## src/rtl/vga_pkg.sv

```systemverilog
// Shared VGA geometry and the bouncing-image controller state type.
package vga_pkg;

  localparam int HOR_PIXELS = 800;
  localparam int VER_PIXELS = 600;
  localparam int RECT_W     = 48;
  localparam int RECT_H     = 64;

  typedef enum logic [1:0] {
    IDLE = 2'd0,
    FALL = 2'd1,
    RISE = 2'd2,
    STOP = 2'd3
  } ctl_state_t;

endpackage

```

## src/rtl/edge_det.sv

```systemverilog
// Rising-edge detector: registers d and flags the cycle where it goes 0 -> 1.
module edge_det (
  input  logic clk,
  input  logic rst_n,
  input  logic d,
  output logic rise
);

  logic d_q;

  // NOTE: sequential state uses non-blocking assignments so every flop samples pre-edge values.
  always_ff @(posedge clk or negedge rst_n) begin
    if (!rst_n) d_q <= 1'b0;
    else        d_q <= d;
  end

  assign rise = d & ~d_q;

endmodule

```

## src/rtl/draw_rect_ctl.sv

```systemverilog
// Image position controller: follows the mouse, then on click drops the image
// under per-frame gravity, bounces it off the floor and lets it settle.
module draw_rect_ctl
  import vga_pkg::*;
#(
  parameter int FLOOR_Y = VER_PIXELS - RECT_H,
  parameter int XMAX    = HOR_PIXELS - RECT_W,
  parameter int GRAV    = 1,
  parameter int VMIN    = 2
) (
  input  logic        clk,
  input  logic        rst_n,
  input  logic        vblnk,
  input  logic        mouse_left,
  input  logic [11:0] mouse_xpos,
  input  logic [11:0] mouse_ypos,
  output logic [11:0] xpos,
  output logic [11:0] ypos,
  output logic        busy
);

  localparam logic [11:0] FLOOR_C = 12'(FLOOR_Y);
  localparam logic [11:0] XMAX_C  = 12'(XMAX);
  localparam logic [11:0] GRAV_C  = 12'(GRAV);
  localparam logic [11:0] VMIN_C  = 12'(VMIN);

  ctl_state_t  state, state_nxt;
  logic [11:0] vel, vel_nxt;
  logic [11:0] xpos_nxt, ypos_nxt;
  logic        busy_nxt;
  logic        tick, click;
  logic [12:0] sum, vel_inc;
  logic [11:0] damped;

  edge_det u_tick_det  (.clk(clk), .rst_n(rst_n), .d(vblnk),      .rise(tick));
  edge_det u_click_det (.clk(clk), .rst_n(rst_n), .d(mouse_left), .rise(click));

  // Widened so a fall step or velocity increment can never wrap.
  assign sum     = {1'b0, ypos} + {1'b0, vel};
  assign vel_inc = {1'b0, vel} + {1'b0, GRAV_C};
  assign damped  = vel - (vel >> 2);

  // NOTE: every always_comb output gets a default first, so no path can infer a latch.
  always_comb begin
    state_nxt = state;
    vel_nxt   = vel;
    xpos_nxt  = xpos;
    ypos_nxt  = ypos;

    unique case (state)
      IDLE: begin
        if (click) begin
          state_nxt = FALL;
          vel_nxt   = '0;
        end else begin
          xpos_nxt = (mouse_xpos > XMAX_C)  ? XMAX_C  : mouse_xpos;
          ypos_nxt = (mouse_ypos > FLOOR_C) ? FLOOR_C : mouse_ypos;
        end
      end

      FALL: begin
        if (tick) begin
          if (sum >= {1'b0, FLOOR_C}) begin
            ypos_nxt = FLOOR_C;
            if (damped < VMIN_C) begin
              state_nxt = STOP;
              vel_nxt   = '0;
            end else begin
              state_nxt = RISE;
              vel_nxt   = damped;
            end
          end else begin
            ypos_nxt = sum[11:0];
            vel_nxt  = vel_inc[12] ? 12'hFFF : vel_inc[11:0];
          end
        end
      end

      RISE: begin
        if (tick) begin
          if (vel <= GRAV_C || vel >= ypos) begin
            ypos_nxt  = (vel >= ypos) ? 12'd0 : ypos - vel;
            vel_nxt   = '0;
            state_nxt = FALL;
          end else begin
            // vel > GRAV and vel < ypos here, so neither subtraction underflows.
            ypos_nxt = ypos - vel;
            vel_nxt  = vel - GRAV_C;
          end
        end
      end

      STOP: begin
        ypos_nxt = FLOOR_C;
        if (click) state_nxt = IDLE;
      end

      default: state_nxt = IDLE;
    endcase

    busy_nxt = (state_nxt == FALL) || (state_nxt == RISE);
  end

  always_ff @(posedge clk or negedge rst_n) begin
    if (!rst_n) begin
      state <= IDLE;
      vel   <= '0;
      xpos  <= '0;
      ypos  <= '0;
      busy  <= 1'b0;
    end else begin
      state <= state_nxt;
      vel   <= vel_nxt;
      xpos  <= xpos_nxt;
      ypos  <= ypos_nxt;
      busy  <= busy_nxt;
    end
  end

endmodule

```

## config.mk

```make
export PLATFORM = sky130hd
export DESIGN_NAME = draw_rect_ctl
export DESIGN_NICKNAME = d
export VERILOG_FILES = /design/src/rtl/vga_pkg.sv /design/src/rtl/edge_det.sv /design/src/rtl/draw_rect_ctl.sv
export SDC_FILE = /design/constraint.sdc
export NUM_CORES = 1
export LEC_CHECK = 0
export BUFFER_PORTS_ARGS = -buffer_cell sky130_fd_sc_hd__buf_2
export CORE_AREA = 2 2 98 77
export CTS_BUF_LIST = sky130_fd_sc_hd__clkbuf_8 sky130_fd_sc_hd__clkbuf_16
export DETAILED_ROUTE_END_ITERATION = 7
export DIE_AREA = 0 0 100 79
export PLACE_DENSITY = 0.82
export SYNTH_ARGS = -nofsm -noshare
export SYNTH_HDL_FRONTEND = slang
export SYNTH_SLANG_ARGS = --single-unit
export TNS_END_PERCENT = 5
```

## constraint.sdc

```tcl
create_clock -name clk -period 9.17 [get_ports clk]
set_input_delay 0.917 -clock clk [delete_from_list [all_inputs] [get_ports clk]]
set_output_delay 0.917 -clock clk [all_outputs]
set_load 0.005 [all_outputs]
```

==> impl_metrics.yaml <==
status:
  status: "finished clean"
global_routing:
  first_global_vias: 4131
  grt_antenna_before_repair: 0
  grt_overflow_total: 0
  grt_pass1_wl_um: 20950
  grt_use_total_pct: 33.26
  grt_max_degree: 42
cells_and_area:
  final_cell_mix: "buf_2 (52), ha_1 (43), nor2_1 (42)"
  num-fill-cells: 592
  num_antenna_cells: 0
  nets: 637
  final_common_cell: "buf_2"
  drive_gt1_share_pct: 14.01
  area_growth_syn_to_layout_pct: 8.314
clocking:
  htreeDepth: 2
  cts.sinks: 41
  root_buffer: "clkbuf_8"
  cts_tree: "done"
  cts_hold_repair.buffers: 0
  ctsResizeCount: 0
  clkTransAtPathRegs_ps: 100
  clockBufferDepth: 2
  postCtsSetupRepairBufs: 0
  clk-insertion-delay-late_ps: 310
  cts_buffers: 5
sta:
  worst_clock_skew_ps: 14.85
  slew_headroom_pct: 20.86
  clock.fmax_mhz: 246.0
  period_share_pct: 44.34
  fin_setup_tns_ps: 0
  worst_pin_slew_ps: 1178
  finalHoldViolations: 0
  slew_violations: 0
  rsz0062_at_grt: "no"
  setup_violations: 0
  period_minus_slack_ps: 4066
floorplanning:
  die_y_um: 79
  ios: 53
  row_count: 27
  fp.dieArea_sq_mm: 0.007900
  start_util_pct: 61.47
  die_width_um: 100
  core_region_area_sq_mm: 0.007027
routing:
  drt_iter0_drc: 415
  vias_per_cell: 6.780
  first_pass_iters: 5
  ant_nets: 0
  wirelength_um: 12660
  vias: 4414
  wl_per_cell_um: 19.44
  drcViolationCount: 0
critical_path:
  r2r_end: "vel[7]"
  r2r_start: "vel[6]"
  arrival_ps: 4310
  crit_type: "flop to flop"
  reg2reg_slack_ps: 5100
  end_kind: "flop"
  worst_ep_required_time_ps: 9420
  worstSetupStartpointType: "flop"
  rr_worst_depth: 12
  crit_fanout: 12
synth:
  ys_seq_area_share_pct: 23.75
  netlist_instances: 525
  ys_ff_latch: 41
  synthArstFlopShare_pct: 100.0
  synth_area_sq_mm: 0.004319
  synth_top_area_share_pct: 23.75
  synth-main-ff-cell: "dfrtp_1"
  synth-edff-count: 0
  synth_nets: 599
  synthTopCellsByArea: "dfrtp_1 (24%), ha_1 (12%), xnor2_1 (5.5%)"
  ys_types: 68
  synth_area_per_cell_sq_um: 8.227
  yosysWarnings: 0
  synth_top_area_cell: "dfrtp_1"
min_path:
  holdPathEnd: "xpos[10]"
  hold_depth: 1
  hp-start: "xpos[10]"
  hp-class: "flop to flop"
placed_design:
  portBuffers: 52
  hpwlAfterDp_um: 9665
  place_congestion: 0.9507
flow_run:
  maxCapViolations: 0
-- Yosys cell counts (all sizes together) (5+ instances only) --
master	count
o31ai	8
and2	7
a21o	6
nand2b	6
a221o	5
a21oi	41
clkbuf	15
o21bai	12
xnor2	27
nand2	42
a22o	8
nand3	9
nand4	11
ha	43
dfrtp	41
a221oi	7
xor2	5
nor4	16
a31oi	5
a211oi	11
nor3	18
buf	7
o21ai	31
inv	32
nor2b	6
nor2	43
-- worst max-delay path, cell delays in order, from the launching register on --
cell and delay, ps:
dfrtp_1 560, inv_1 210, ha_1 540, inv_1 140, a21oi_1 400, nor2_1 90
o41ai_1 320, o41ai_1 200, o31a_4 430, nor2_4 280, nand2_1 300, o41ai_1 390
or3_1 150
-- flip-flops by register name (all words and copies together), names as in the netlist --
register / cells
ypos: 12
xpos: 12
busy: 1
vel: 12
u_click_det.d_q: 1
state: 2
u_tick_det.d_q: 1
-- kinds of logic (layout without fill, tap and decap cells) --
logic type / count (synthesis) / in the layout / synth area share (%)
buffers and inverters: 54 / 93 / 5.272
adder cells (fa/ha/maj): 46 / 46 / 13.85
multiplexers: 3 / 3 / 0.7242
flip-flops: 41 / 41 / 23.75
XOR/XNOR: 32 / 32 / 6.489
AO/OA/AOI/OAI: 178 / 178 / 29.64
AND/OR/NAND/NOR: 171 / 171 / 20.28
-- stage by stage --
| step | hold WS (ps) | utilization [%] | area, sq um | cells | setup slack (ps) |
|---|---|---|---|---|---|
| 6_report | 500.5 | 66.58 | 4678 | 651 | 5104 |
| 5_1_grt | 519.0 | 66.58 | 4678 | 651 | 4707 |
| 4_1_cts | 496.0 | 66.58 | 4678 | 651 | 5189 |
| 3_5_place_dp | 470.2 | 65.30 | 4588 | 643 | 5231 |
| 3_3_place_gp | 464.6 | 65.30 | 4588 | 643 | 5291 |
| 2_1_floorplan | 478.2 | - | 4319 | 525 | 5900 |
-- worst max-delay path by stage --
stage                     startpoint  endpoint  slack [ps]
after global placement        vel[6]    vel[0]        5290
after detailed placement      vel[6]    vel[0]        5230
after floorplan               vel[5]    vel[7]        5900
after CTS                     vel[6]    vel[7]        5190
after global routing          vel[6]   ypos[4]        4710
final                         vel[6]    vel[7]        5100
-- final cells by class --
type,count,area (sq um),share of cell area [%]
multi-input cells,430,3065,65.53
clock inverters,3,21.27,0.4547
repair buffers,53,267.8,5.723
flip-flops and latches,41,1026,21.93
well taps,87,108.9,2.327
clock buffers,5,68.82,1.471
inverters,32,120.1,2.568
-- routing by layer --
metal | vias up | GRT usage, % | share of wire [%]
met5 | - | 0 | 0
met4 | 0 | 10.96 | 2.1
met3 | 31 | 5.986 | 9.4
met2 | 251 | 50.27 | 44
met1 | 2090 | 48.12 | 45
li1 | 2042 | - | -
Power is left out: the tool's default activity adds up to more than one toggle a clock period on the data nets, which glitch-free logic cannot reach.
